### src/rtl/connect_pixel_streamer.sv
// connect_pixel_streamer: producer end of the connect-layer pixel interface.
// Buffers one FRAME_LEN-pixel frame of 3-channel pixels and replays it as a
// cnt/in_vld/data_c0..c2 beat stream for the 3x3 inner-dot consumers.
// Build option: define CONNECT_STREAMER_PINGPONG_EN for two ping-pong banks
// (write of the next frame overlaps streaming of the current one); when it is
// undefined a single bank is used and writes stall until the frame has streamed.
module connect_pixel_streamer #(
  parameter int FRAME_LEN = 68,
  parameter int DATA_W    = 8,
  parameter int CNT_W     = $clog2(FRAME_LEN)
) (
  input  logic                clk,
  input  logic                rst,
  input  logic                wr_vld,
  output logic                wr_rdy,
  input  logic [3*DATA_W-1:0] wr_data,
  output logic [CNT_W-1:0]    cnt,
  output logic                in_vld,
  output logic [DATA_W-1:0]   data_c0,
  output logic [DATA_W-1:0]   data_c1,
  output logic [DATA_W-1:0]   data_c2,
  output logic                frame_done
);

`ifdef CONNECT_STREAMER_PINGPONG_EN
  localparam int NBANK = 2;
`else
  localparam int NBANK = 1;
`endif
  localparam int AW = $clog2(NBANK * FRAME_LEN);
  localparam int PW = 3 * DATA_W;
  localparam logic [CNT_W-1:0] LAST = CNT_W'(FRAME_LEN - 1);

  localparam logic [0:0] S_IDLE   = 1'b0;
  localparam logic [0:0] S_STREAM = 1'b1;

  // Banks are laid out back to back: bank b, pixel i lives at b*FRAME_LEN + i.
  logic [PW-1:0]    mem [NBANK*FRAME_LEN];
  logic [1:0]       full;
  logic [CNT_W-1:0] wp;
  logic             wb;
  logic             rb;
  logic [0:0]       state;

  logic             wr_fire;
  logic             wr_last;
  logic             rd_last;
  logic             other_ready;
  logic             next_bank;
  logic [CNT_W-1:0] rd_idx;
  logic [AW-1:0]    wr_addr;
  logic [AW-1:0]    rd_addr;
  logic [PW-1:0]    rd_word;

  // Handshake, addressing and next-beat selection.
  always_comb begin
    wr_rdy  = !rst && !full[wb];
    wr_fire = wr_vld && wr_rdy;
    wr_last = (wp == LAST);
    wr_addr = AW'(wp) + (wb ? AW'(FRAME_LEN) : AW'(0));
    rd_last = (state == S_STREAM) && (cnt == LAST);
`ifdef CONNECT_STREAMER_PINGPONG_EN
    // A frame completing in the other bank on this very edge counts as ready,
    // so the stream continues without a gap.
    other_ready = full[~rb] || (wr_fire && wr_last && (wb != rb));
    next_bank   = rd_last ? ~rb : rb;
`else
    other_ready = 1'b0;
    next_bank   = rb;
`endif
    rd_idx  = (state == S_STREAM && !rd_last) ? cnt + CNT_W'(1) : '0;
    rd_addr = AW'(rd_idx) + (next_bank ? AW'(FRAME_LEN) : AW'(0));
    rd_word = mem[rd_addr];
  end

  // Pixel storage; contents need no reset because the full flags gate use.
  always_ff @(posedge clk) begin
    if (wr_fire) mem[wr_addr] <= wr_data;
  end

  // Write pointer and write-bank select.
  always_ff @(posedge clk) begin
    if (rst) begin
      wp <= '0;
      wb <= 1'b0;
    end else if (wr_fire) begin
      if (wr_last) begin
        wp <= '0;
`ifdef CONNECT_STREAMER_PINGPONG_EN
        wb <= ~wb;
`endif
      end else begin
        wp <= wp + CNT_W'(1);
      end
    end
  end

  // Per-bank full flags: set on the last write, cleared on the last beat.
  always_ff @(posedge clk) begin
    if (rst) begin
      full <= '0;
    end else begin
      for (int unsigned b = 0; b < 2; b++) begin
        if (wr_fire && wr_last && (wb == b[0])) full[b] <= 1'b1;
        else if (rd_last && (rb == b[0]))       full[b] <= 1'b0;
      end
    end
  end

  // Read FSM with registered stream outputs; idle outputs are held at zero.
  always_ff @(posedge clk) begin
    if (rst) begin
      state      <= S_IDLE;
      rb         <= 1'b0;
      cnt        <= '0;
      in_vld     <= 1'b0;
      data_c0    <= '0;
      data_c1    <= '0;
      data_c2    <= '0;
      frame_done <= 1'b0;
    end else begin
      cnt        <= '0;
      in_vld     <= 1'b0;
      data_c0    <= '0;
      data_c1    <= '0;
      data_c2    <= '0;
      frame_done <= 1'b0;
      case (state)
        S_IDLE: begin
          if (full[rb]) begin
            state   <= S_STREAM;
            in_vld  <= 1'b1;
            data_c0 <= rd_word[DATA_W-1:0];
            data_c1 <= rd_word[2*DATA_W-1:DATA_W];
            data_c2 <= rd_word[3*DATA_W-1:2*DATA_W];
          end
        end
        default: begin
          if (rd_last) begin
`ifdef CONNECT_STREAMER_PINGPONG_EN
            rb <= ~rb;
`endif
            if (other_ready) begin
              in_vld  <= 1'b1;
              data_c0 <= rd_word[DATA_W-1:0];
              data_c1 <= rd_word[2*DATA_W-1:DATA_W];
              data_c2 <= rd_word[3*DATA_W-1:2*DATA_W];
            end else begin
              state <= S_IDLE;
            end
          end else begin
            cnt        <= cnt + CNT_W'(1);
            in_vld     <= 1'b1;
            data_c0    <= rd_word[DATA_W-1:0];
            data_c1    <= rd_word[2*DATA_W-1:DATA_W];
            data_c2    <= rd_word[3*DATA_W-1:2*DATA_W];
            frame_done <= ((cnt + CNT_W'(1)) == LAST);
          end
        end
      endcase
    end
  end

endmodule

### config.mk
export PLATFORM = sky130hd
export DESIGN_NAME = connect_pixel_streamer
export DESIGN_NICKNAME = d
export VERILOG_FILES = /design/src/rtl/connect_pixel_streamer.sv
export SDC_FILE = /design/constraint.sdc
export NUM_CORES = 2
export LEC_CHECK = 0
export CORE_UTILIZATION = 33
export CTS_CLUSTER_SIZE = 40
export DETAILED_ROUTE_END_ITERATION = 12
export MAX_ROUTING_LAYER = met4
export SLEW_MARGIN = 5
export SYNTH_ARGS = -nofsm -noshare
export SYNTH_HDL_FRONTEND = slang
export SYNTH_SLANG_ARGS = --single-unit
### constraint.sdc
create_clock -name clk -period 4.3 [get_ports clk]
set_clock_uncertainty 0.1 [all_clocks]
set_input_delay 0.43 -clock clk [delete_from_list [all_inputs] [get_ports clk]]
set_output_delay 0.43 -clock clk [all_outputs]
set_load 0.05 [all_outputs]
Word-level counts from Yosys, hierarchy flattened
Memories as Yosys holds them, arrays and structs flattened.
Index checks and enable logic that the tools add are counted.
{"block": "totals", "output_inout_bits": 34, "wordCells": 43, "mem_bits_rw": 1632, "mem_bits_ro": 0, "latch_bits": 0, "regBits": 41, "n_memories": 1, "inputBits": 27}
{"name": "mem", "depth": 68, "width": 24, "read_ports": 1, "rd_ports_with_merged_regs": 0, "wr": 1, "line": "38", "text": "logic [PW-1:0] mem [NBANK*FRAME_LEN];"}
{"block": "classes", "add_sub_neg": 2, "n_eq_ne": 3, "div": 0, "magnitude_cmp": 0, "mux": 18, "n_reduce_logical": 10, "n_mul": 0, "n_bitwise": 1, "n_shift": 0}
{"operator": "$mux 8", "n": 9}
{"operator": "$eq 7x7->1 const B", "n": 3}
{"operator": "$add 7x1->7 const B", "n": 2}
{"operator": "$mux 7", "n": 2}
{"operator": "$mux 1", "n": 7}
{"operator": "$logic_and 1x1->1", "n": 5}
{"operator": "$logic_not 1->1", "n": 3}
{"operator": "$reduce_or 3->1", "n": 1}
{"operator": "$reduce_bool 2->1", "n": 1}
{"operator": "$not 1->1", "n": 1}

Longest topological paths before layout
An unclocked memory read counts as a cell.
{"block": "depth", "ltp_word": 8, "depth_mapped": 15, "mapped_depth_nobuf": 9}

Worst setup path after synthesis
No wires, ideal clock.
{"block": "synth_path", "path_kind": "reg-to-reg", "start": "register cnt[0]", "end": "register data_c2[2]", "setup_time_ns": 0.134, "path_buffers": 5, "synth_period_minus_slack_ns": 3.498, "path_slack_ns": 0.802, "path_stages_with_launch": 15, "arrival_ns": 3.264, "required_ns": 4.066, "path_cell_list": "dfxtp_1 -> buf_2 -> inv_1 -> ha_1 -> nand2b_1 -> clkbuf_1 -> a21oi_4 -> buf_2 -> buf_2 -> buf_2 -> mux4_2 -> a22oi_1 -> nand3_1 -> a31oi_1 -> o2111ai_1"}
{"block": "synth_between", "elab_chain_len": 8, "elab_cells_between_ends": 10, "cone_classes": "1 x add/sub; 1 x eq/ne; 4 x mux; 3 x reduce/logical; 1 x memory"}
{"item": "start: declaration", "line": "17", "text": "output logic [CNT_W-1:0] cnt,"}
{"item": "start signal: assignment", "line": "152", "text": "cnt <= cnt + CNT_W'(1);"}
{"item": "branches (longest 7 deep; another with $mem_v2 68x24)"}
{"item": "$mux 8 *", "line": "128", "text": "case (state)"}
{"item": "end signal: assignment", "line": "135", "text": "data_c2 <= rd_word[3*DATA_W-1:2*DATA_W];"}
{"item": "end signal: assignment", "line": "147", "text": "data_c2 <= rd_word[3*DATA_W-1:2*DATA_W];"}
{"item": "end signal: assignment", "line": "156", "text": "data_c2 <= rd_word[3*DATA_W-1:2*DATA_W];"}
{"item": "end: declaration", "line": "21", "text": "output logic [DATA_W-1:0] data_c2,"}
Mark *: on every way between the ends.
A chain may end at the register's enable or synchronous reset.

Worst setup path in the final report
{"block": "layout_path", "start": "register cnt[2]", "end": "register data_c2[5]"}
Same word-level chain as after synthesis.

==> results by group <==
Status
  – Outcome: finished, final reports clean

Synth
  – Post-synth top cells: edfxtp_1, nand2_1, mux4_2
  – Count of cell types in the netlist: 80
  – Yosys top cell by area: edfxtp_1
  – Yosys warns: 0
  – Mux cell area share after synthesis: 0.124
  – Synth Area in XOR/XNOR: 0.00122
  – Largest family of logic cells by synthesized area: multiplexers
  – Synth async-reset ratio: 0
  – Synth Cell Area: approximately 65000 µm²
  – Count leader, synth: edfxtp_1
  – Mean Syn Cell Area: 19.4 µm²
  – Primary FF master, synth: edfxtp_1
  – Syn nets: 3355
  – Synth Area in Simple Gates: 0.0458
  – #FFs+latches synth: ~1700
  – Sequential element share of the synthesized area: 0.771
  – Post-Synthesis Cells: 3325
  – Post-synth top area share: 0.758
  – Post-Synth Adder-Cell Area: 0.000581
  – Post-synthesis compound-gate area fraction: 0.0413
  – Synth top area cells: edfxtp_1, mux4_2, nand2_1
  – Post-synth EDFFs: 1632

Floorplanning
  – Row cnt: approximately 160
  – I/O pin total: 61
  – Die X: 445 µm
  – Placeable Area: 195000 µm²
  – Initial Utilization: 0.332
  – DIE HEIGHT: 445 µm
  – Die area: around 200000 µm²

Worst setup path
  – Crit path DAT: 4790 ps
  – Crit path to: data_c2[5]
  – FF-to-FF Start: cnt[2]
  – Worst reg-to-reg path cell count: 9
  – Critical Path RT: 4940 ps
  – Max FO, Critical Path: 29
  – CP startpoint kind: register
  – RR Endpoint: data_c2[5]
  – CP startpoint: cnt[2]
  – Nature of the critical path endpoint: register
  – Register-to-Register Setup Slack: 150 ps
  – Crit path kind: reg2reg

Power and ir drop
  – Leakage: between 20 and 25 nW
  – Pwr dens: 430 nW/µm²
  – Max IR drop VDD: between 0.3 and 0.4 mV

GRT
  – Vias in the first global route: 34000
  – Pin count of the biggest net entering global routing: 69
  – Gr ovfl total: 0
  – GRT Util Overall: 0.196
  – Global-route wire length before repair: between 200000 and 300000 µm
  – Initial antenna violation count: 11

Placement
  – Port bufs: 60
  – Final RePlAce weighted congestion: between 0.8 and 0.9
  – Post-DP HPWL: 116000 µm

Routing
  – Via density per instance: roughly 5.5
  – Avg WL per Cell: 29.7 µm
  – Total Wirelength: between 150000 and 200000 µm
  – DRC Markers: 0
  – Detail Route Antenna Nets: 0
  – DRT Pass-1 Iters: 5
  – Vias after detailed routing: around 35000
  – Detailed Route Iter0 Violations: 4651

STA
  – Fin crit share: 0.965
  – Minimum clock period: 4150 ps
  – Final Hold Vio Count: 0
  – Fmax: 241 MHz
  – Post-Route Setup TNS: 0 ps
  – Relative slew slack: 0.138
  – RSZ-0062 raised after global routing: no
  – Max Transition Viols Final: 0
  – Hold_ws: 53.4 ps
  – Final setup fails: 0
  – Worst-margin pin slew: 1290 ps

Cells and area
  – Proportion of layout cells with a drive suffix above 1: 0.244
  – Layout overhead on the synthesized area: 16.3%
  – # nets final: 3649

Clocking
  – Root Buffer: clkbuf_16
  – TritonCTS Buffers: 167
  – Clock Latency Late Sink: 800 ps
  – Clk slew on worst S/H paths: approximately 60 ps
  – CTS Sinks: 1673
  – H-tree depth: 4
  – Clock tree from TritonCTS: built
  – Postcts setup bufs: 0
  – Worst-case clock buffer depth: 3

Job
  – Max-Cap Viols: 0

Worst hold path
  – Worst hold path class: in2reg
==> stage by stage <==
stage / util / cells / setup WS, ps / instance area (µm²) / power, mW
global placement: 0.359 / 6071 / -6.67 / 69900 / 18.7
global route: 0.386 / 6385 / 83.8 / 75100 / 33.1
floorplan: - / 3325 / 802 / 64600 / 18.3
finish: 0.386 / 6387 / 149 / 75100 / 32.3
detailed placement: 0.359 / 6071 / 3.54 / 69900 / 18.7
CTS: 0.386 / 6380 / 206 / 75100 / 32.5
==> metal layers <==
metal / GRT usage / up-vias / routed length, µm
met4: 0.0678 / 0 / 6700
met3: 0.0329 / 335 / 16200
met5: - / - / 0
met2: 0.301 / 1798 / 89600
met1: 0.264 / 18700 / 77200
li1: - / 14200 / -
==> worst max-delay path, cell delays in order (launching register included) <==
cell and delay [ps]:
dfxtp_1 710, nand3_1 260, xnor2_1 800, nand2_2 310, buf_12 260, nor2_1 270, buf_4 230, a22oi_1 70
o21ai_0 750, a221o_1 280
==> power breakdown <==
group	leakage [nW]	internal (mW)	switching [mW]
registers	15.0	17.9	0.00765
logic	5.50	0.0555	0.365
clock network	2.54	7.87	6.09
==> registers in the layout, summed over array words and instances (netlist names), 7 cells and up <==
signal,flops
data_c2,8
data_c1,8
cnt,7
data_c0,8
wp,7
mem,1632
==> logic make-up (layout without fill, tap and decap cells) <==
kind of cell / Yosys count / count (layout)
multiplexers: 404 / 404
adder cells (fa/ha/maj): 3 / 3
AO/OA/AOI/OAI: 374 / 374
XOR/XNOR: 9 / 9
AND/OR/NAND/NOR: 673 / 673
buffers and inverters: 189 / 620
other: 0 / 7
flip-flops: 1673 / 1673
==> timing repair <==
action / 4_1_cts / 5_1_grt
gates resized for setup: 1 / 0
setup endpoints to repair: 1 / 0
endpoints found under the hold margin: 12 / 0
hold buffers: 3 / 0
==> placed cells by master, fill, tap and decap left out, types with 13 or more instances in the layout <==
| cell | synthesis | routed |
|---|---|---|
| buf_4 | 31 | 215 |
| o211a_1 | 13 | 13 |
| nand3_1 | 120 | 120 |
| o211ai_1 | 14 | 14 |
| buf_12 | 0 | 31 |
| o22ai_1 | 26 | 26 |
| mux2_2 | 19 | 19 |
| dfxtp_1 | 41 | 41 |
| clkinv_1 | 0 | 32 |
| nor2_1 | 119 | 49 |
| mux4_2 | 309 | 309 |
| clkbuf_1 | 50 | 48 |
| and3_1 | 16 | 16 |
| edfxtp_1 | 1632 | 1632 |
| nand4_1 | 22 | 22 |
| o21ai_0 | 39 | 37 |
| buf_2 | 78 | 24 |
| clkbuf_16 | 0 | 170 |
| nand2_1 | 334 | 333 |
| a22oi_1 | 32 | 32 |
| nor3_1 | 18 | 16 |
| a21oi_1 | 78 | 77 |
| a31oi_1 | 29 | 29 |
| a211o_1 | 13 | 13 |
| a211oi_1 | 24 | 24 |
| mux2i_1 | 72 | 72 |
| clkdlybuf4s50_1 | 0 | 36 |
| clkinv_2 | 0 | 23 |
| nor2_2 | 2 | 61 |
| clkbuf_8 | 0 | 14 |
| a221oi_1 | 13 | 13 |
==> how the worst min path moves through the flow <==
stage	cells after the start	startpoint	end
2_1_floorplan	1	full[0]	full[0]
3_5_place_dp	1	full[0]	full[0]
4_1_cts	1	wr_data[11]	mem[31][11]
3_3_place_gp	2	wp[6]	wp[6]
6_report	1	wr_data[22]	mem[4][22]
5_1_grt	1	wr_data[11]	mem[26][11]
==> area by class of cell <==
| cell class | instances | area [µm²] |
|---|---|---|
| diodes | 7 | 17.5 |
| clock buffers | 232 | 4630 |
| clock inverters | 74 | 564 |
| fillers | 17500 | 120000 |
| inverters | 5 | 18.8 |
| multi-input cells | 1463 | 14000 |
| flip-flops and latches | 1673 | 49800 |
| well taps | 2624 | 3280 |
| repair buffers | 309 | 2750 |
Note: power is estimated with default switching activity, not from simulation.
